$ cat src/rtl/regfile_sb_if.sv
// Bus bundle for regfile_sb: one write port, two read ports, a reserve port and pending flags.
interface regfile_sb_if #(
  parameter int WIDTH  = 32,
  parameter int ADDR_W = 5
);
  logic              ready;
  logic              we3;
  logic [ADDR_W-1:0] wa3;
  logic [WIDTH-1:0]  wd3;
  logic [ADDR_W-1:0] ra1;
  logic [ADDR_W-1:0] ra2;
  logic [WIDTH-1:0]  rd1;
  logic [WIDTH-1:0]  rd2;
  logic              rsv;
  logic [ADDR_W-1:0] rsv_a;
  logic              busy1;
  logic              busy2;

  modport master (
    input  ready, rd1, rd2, busy1, busy2,
    output we3, wa3, wd3, ra1, ra2, rsv, rsv_a
  );

  modport slave (
    output ready, rd1, rd2, busy1, busy2,
    input  we3, wa3, wd3, ra1, ra2, rsv, rsv_a
  );
endinterface

$ cat src/rtl/regfile_sb.sv
// Register file with per-register pending (scoreboard) bits, write-through bypass
// and a DEPTH-cycle hardware clear sequence after reset.
module regfile_sb #(
  parameter int WIDTH    = 32,
  parameter int ADDR_W   = 5,
  parameter int ZERO_REG = 1
) (
  input  logic         clk,
  input  logic         reset,
  regfile_sb_if.slave  bus
);
  localparam int DEPTH = 1 << ADDR_W;
  localparam int NRD   = 2;

  typedef enum logic {S_CLEAR, S_READY} state_t;

  state_t            r_state, w_state_nxt;
  logic [ADDR_W-1:0] r_clr_cnt;
  logic [WIDTH-1:0]  r_rf [DEPTH];
  logic [DEPTH-1:0]  r_pend;
  logic              w_ready;
  logic              w_wr_en;
  logic              w_rsv_en;

  always_comb begin
    w_state_nxt = r_state;
    w_ready     = 1'b0;
    case (r_state)
      S_CLEAR: if (r_clr_cnt == ADDR_W'(DEPTH-1)) w_state_nxt = S_READY;
      S_READY: w_ready = 1'b1;
      default: w_state_nxt = S_CLEAR;
    endcase
  end

  // Register 0 is hard-wired only when ZERO_REG is set.
  assign w_wr_en  = w_ready && bus.we3 && !(ZERO_REG != 0 && bus.wa3 == '0);
  assign w_rsv_en = w_ready && bus.rsv && !(ZERO_REG != 0 && bus.rsv_a == '0);

  always_ff @(posedge clk) begin
    if (reset) begin
      r_state   <= S_CLEAR;
      r_clr_cnt <= '0;
    end else begin
      r_state <= w_state_nxt;
      if (r_state == S_CLEAR) r_clr_cnt <= r_clr_cnt + 1'b1;
    end
  end

  always_ff @(posedge clk) begin
    if (!reset) begin
      if (r_state == S_CLEAR) r_rf[r_clr_cnt] <= '0;
      else if (w_wr_en)       r_rf[bus.wa3]   <= bus.wd3;
    end
  end

  // Reserve is applied after the write-clear so it wins on an address collision.
  always_ff @(posedge clk) begin
    if (reset) begin
      r_pend <= '0;
    end else begin
      if (w_wr_en)  r_pend[bus.wa3]   <= 1'b0;
      if (w_rsv_en) r_pend[bus.rsv_a] <= 1'b1;
    end
  end

  logic [ADDR_W-1:0] w_ra   [NRD];
  logic [WIDTH-1:0]  w_rd   [NRD];
  logic              w_busy [NRD];

  assign w_ra[0] = bus.ra1;
  assign w_ra[1] = bus.ra2;

  for (genvar p = 0; p < NRD; p++) begin : g_rd
    logic w_zero;
    assign w_zero    = (ZERO_REG != 0) && (w_ra[p] == '0);
    assign w_rd[p]   = (!w_ready || w_zero)             ? '0 :
                       (w_wr_en && bus.wa3 == w_ra[p]) ? bus.wd3 :
                                                          r_rf[w_ra[p]];
    assign w_busy[p] = w_ready & r_pend[w_ra[p]];
  end

  assign bus.ready = w_ready;
  assign bus.rd1   = w_rd[0];
  assign bus.rd2   = w_rd[1];
  assign bus.busy1 = w_busy[0];
  assign bus.busy2 = w_busy[1];
endmodule

$ cat src/flat_wrapper.sv
// flat-port wrapper written by rule: the top's interface ports become plain ports
module regfile_sb_flat 
#(
  parameter int WIDTH    = 32,
  parameter int ADDR_W   = 5,
  parameter int ZERO_REG = 1
)
  (clk, reset, bus_ready, bus_rd1, bus_rd2, bus_busy1, bus_busy2, bus_we3, bus_wa3, bus_wd3, bus_ra1, bus_ra2, bus_rsv, bus_rsv_a);
  regfile_sb_if #(.WIDTH(WIDTH), .ADDR_W(ADDR_W)) bus_i ();
  input  logic clk;
  input  logic reset;
  output wire logic [$bits(bus_i.ready)-1:0] bus_ready;
  output wire logic [$bits(bus_i.rd1)-1:0] bus_rd1;
  output wire logic [$bits(bus_i.rd2)-1:0] bus_rd2;
  output wire logic [$bits(bus_i.busy1)-1:0] bus_busy1;
  output wire logic [$bits(bus_i.busy2)-1:0] bus_busy2;
  input wire logic [$bits(bus_i.we3)-1:0] bus_we3;
  input wire logic [$bits(bus_i.wa3)-1:0] bus_wa3;
  input wire logic [$bits(bus_i.wd3)-1:0] bus_wd3;
  input wire logic [$bits(bus_i.ra1)-1:0] bus_ra1;
  input wire logic [$bits(bus_i.ra2)-1:0] bus_ra2;
  input wire logic [$bits(bus_i.rsv)-1:0] bus_rsv;
  input wire logic [$bits(bus_i.rsv_a)-1:0] bus_rsv_a;
  assign bus_ready = bus_i.ready;
  assign bus_rd1 = bus_i.rd1;
  assign bus_rd2 = bus_i.rd2;
  assign bus_busy1 = bus_i.busy1;
  assign bus_busy2 = bus_i.busy2;
  assign bus_i.we3 = bus_we3;
  assign bus_i.wa3 = bus_wa3;
  assign bus_i.wd3 = bus_wd3;
  assign bus_i.ra1 = bus_ra1;
  assign bus_i.ra2 = bus_ra2;
  assign bus_i.rsv = bus_rsv;
  assign bus_i.rsv_a = bus_rsv_a;
  regfile_sb #(.WIDTH(WIDTH), .ADDR_W(ADDR_W), .ZERO_REG(ZERO_REG)) u_core (.clk(clk), .reset(reset), .bus(bus_i));
endmodule
$ cat config.mk
export PLATFORM = sky130hd
export DESIGN_NAME = regfile_sb_flat
export DESIGN_NICKNAME = d
export VERILOG_FILES = /design/src/rtl/regfile_sb_if.sv /design/src/rtl/regfile_sb.sv /design/src/flat_wrapper.sv
export SDC_FILE = /design/constraint.sdc
export NUM_CORES = 1
export LEC_CHECK = 0
export CAP_MARGIN = 10
export CORE_ASPECT_RATIO = 1.5
export CORE_MARGIN = 3
export CORE_UTILIZATION = 50
export CTS_CLUSTER_DIAMETER = 200
export DETAILED_ROUTE_END_ITERATION = 8
export PLACE_DENSITY = 0.7
export SYNTH_ARGS = -nofsm -noshare
export SYNTH_HDL_FRONTEND = slang
export SYNTH_SLANG_ARGS = --single-unit
$ cat constraint.sdc
create_clock -name clk -period 5.4 [get_ports clk]
set_input_delay 1.08 -clock clk [delete_from_list [all_inputs] [get_ports clk]]
set_output_delay 1.08 -clock clk [all_outputs]
set_load 0.005 [all_outputs]
==> impl_results.md <==
* Status: finished, final reports clean
* Worst Path Arrival at between 4 and 5 ns
* Final Cycle Share at 99.3%
* Static leakage at about 0.018 uW
* Share of cells above drive strength 1 at between 20% and 30%
* Clock tree buffer depth at 3
* Crit-path max FO at 32
* Clock sinks at ~1100
* Post-synthesis average cell area at 17.6 um2
* I/O pins at between 100 and 150
* DRC at 0
* DR vias/cell at 7.45
* RD Place Congestion at 0.901
* Skew-Pair Late Insertion Delay at around 0.73 ns
* Worst Hold Slack at between 0.4 and 0.5 ns
* Clock network power share at roughly 43%
* Setup TNS at 0 ns
* Crit path max-delay family: compound AO/OA/AOI/OAI gates
* Share of the synthesized area in the top cell type at roughly three fifths
* Async SR Flop Fraction at 0%
* Internal at ~14000 uW
* Buffers & Inverters on Critical Path at 3
* CP Capture Type: output port
* Max_slew headroom at between 10 and 15%
* Grt total ovfl at 0
* Worst-path clk slew at roughly 0.07 ns
* DIE HEIGHT at approximately 400 um
* Synth area leaders: edfxtp_1 61%, mux4_2 18%, mux2i_1 5.6%
* Syn. warnings at 0
* CTS tree: yes
* Final core occ at between 50% and 60%
* EDFF count, synth at between 1000 and 1500
* Die area at between 100000 and 150000 um2
* Setup WS pre-CTS at 0.184 ns
* Mapped cell area at roughly 51000 um2
* Largest net degree at the start of global routing at just under 60
* Unrepaired setup endpoints after global routing: no
* Number of post-CTS setup repair buffers at 0
* CP Cell Sequence: clkdlybuf4s50_1, or4_4, o21ai_2, o311ai_4, buf_12, a21oi_1, a221o_1, clkdlybuf4s50_1
* Final Slew Violations at 0
* Dpl cells at about 4300
* Slowest stage delay, CP at 0.72 ns
* Fillers at roughly 7400
* Worst Path Required at approximately 4.3 ns
* Row cnt at roughly 140
* Root Buffer: clkbuf_16
* Die Width at 266 um
* Fin nets at about 3200
* DRT antenna net count at 0
* Number of gates resized after CTS at 0
* Starting density of the core at between 50% and 60%
* Sw frac at around 22%
* Setup-failing EPs final at 0
* IO Port Bufs at about 120
* Router iterations before antenna repair at 8
* DPL Wire Length at ~110 mm
* Critical path's slowest cell: a21oi_1
* CTS H-tree depth at 3
* Comb power frac at under 10%
* Sequential power share at between 40% and 50%
* Initial DRC Count at 4891
* Fmax at between 150 and 200 MHz
* Netlist cell types at 59
* Seq/Total Area, Yosys at 62.2%
* Clock Skews at approximately 0.031 ns
* Main flop type after synthesis: edfxtp_1
* Yosys top cell by area: edfxtp_1
* Syn_nets at 2936
* Initial antenna violation count at 6
* Worst-Margin Slew at about 1.2 ns
* Max Cap Violations at 0
* Area Overhead vs Synth at 15.7%
* P_sw at between 4000 and 5000 uW
* Wire length per cell at just under 40 um
* CTS buffer count at roughly 100
* Crit path time final at between 5 and 6 ns
* CORE AREA at between 100000 and 150000 um2
* Most frequent cells in the layout: 1024 x edfxtp_1, 396 x mux4_2, 284 x mux2i_1
* VDD IR max at around 0.00027 V
* Commonest non-fill, non-tap cell in the layout: edfxtp_1
* Detailed Route WL at ~170 mm
* Vias at 33400
* Most used cell, CP: clkdlybuf4s50_1
* Hold Crit Class: reg -> reg
* Hold-fix buffers at CTS at 0
* Crit Path Category: in -> out
* Global-route wire length before repair at 245 mm
* Fin cells at 4482
* CP startpoint kind: input port
* PwrDens at 308 nW/um2
* Hold Fails Final Rpt at 0
* GRT Total Usage at between 30% and 40%
* Fin worst setup slack at roughly 0.04 ns
* Gate Count Post-Synth at roughly 2900
* Vias in the first global route at around 34000
* Yosys reg bits at ~1100
power by group through the flow:
stage	combinational, uW	clock [uW]	sequential [uW]
final	1320	7780	8980
after global routing	1360	8160	8980
after CTS	1290	7840	8980
after detailed placement	1290	0	9160
after global placement	1280	0	9150
after floorplan	779	0	9150
layout make-up:
| cell class | instances | area [um2] | area share (%) |
|---|---|---|---|
| Sequential cell | 1062 | 31500 | 53.7 |
| Inverter | 6 | 22.5 | 0.0384 |
| Clock inverter | 73 | 972 | 1.66 |
| Multi-Input combinational cell | 1574 | 18200 | 31.1 |
| Clock buffer | 117 | 2630 | 4.48 |
| Antenna cell | 5 | 12.5 | 0.0213 |
| Tap cell | 1296 | 1620 | 2.76 |
| Timing Repair Buffer | 349 | 3660 | 6.25 |
state kept, by name (all words and copies together) (netlist names):
signal and flops:
u_core.r_pend 32, u_core.r_state 1, u_core.r_rf 1024, u_core.r_clr_cnt 5
cells in the mapped netlist, types with 34 or more instances:
master / instances
edfxtp_1: 1024
mux4_2: 396
mux2i_1: 284
a21oi_1: 125
nand2_1: 116
clkbuf_1: 96
buf_2: 83
a22oi_1: 65
a221oi_1: 64
a211oi_1: 57
nor2_1: 56
nor2b_1: 46
a221o_1: 44
dfxtp_1: 38
o221ai_1: 35
and2_1: 34
stage by stage:
step | instance area, um2 | total power, uW
final | 58700 | 18100
after global routing | 58600 | 18500
after CTS | 58600 | 18100
after detailed placement | 55000 | 10500
after global placement | 55000 | 10400
after floorplan | 50700 | 9930
logic make-up after synthesis:
logic type               after synthesis  synth area share (%)
buffers and inverters                242                  2.50
AND/OR/NAND/NOR                      312                  3.02
adder cells (fa/ha/maj)                2                0.0494
multiplexers                         724                  24.5
AO/OA/AOI/OAI                        523                  7.55
XOR/XNOR                              13                 0.225
flip-flops                          1062                  62.2
final timing paths:
kind	startpoint	endpoint	slack, ns	cells after the start
setup reg to reg	u_core.r_state$_SDFF_PP0_	u_core.r_rf[9][0]$_DFFE_PP_	1.23	6
hold / removal	u_core.r_pend[0]$_SDFF_PP0_	u_core.r_pend[0]$_SDFF_PP0_	0.49	1
setup / recovery	bus_wa3[4]	bus_rd2[9]	0.04	8
hold reg to reg	u_core.r_pend[0]$_SDFF_PP0_	u_core.r_pend[0]$_SDFF_PP0_	0.49	1
per-layer routing:
metal,vias to the layer above,wire length (um),track usage [%]
met5,-,27,0
met4,4,13000,21.1
met3,719,21100,8.88
met2,2743,81600,51.9
met1,17200,57600,40.2
li1,12700,-,-
(Power assumes the default switching activity.)
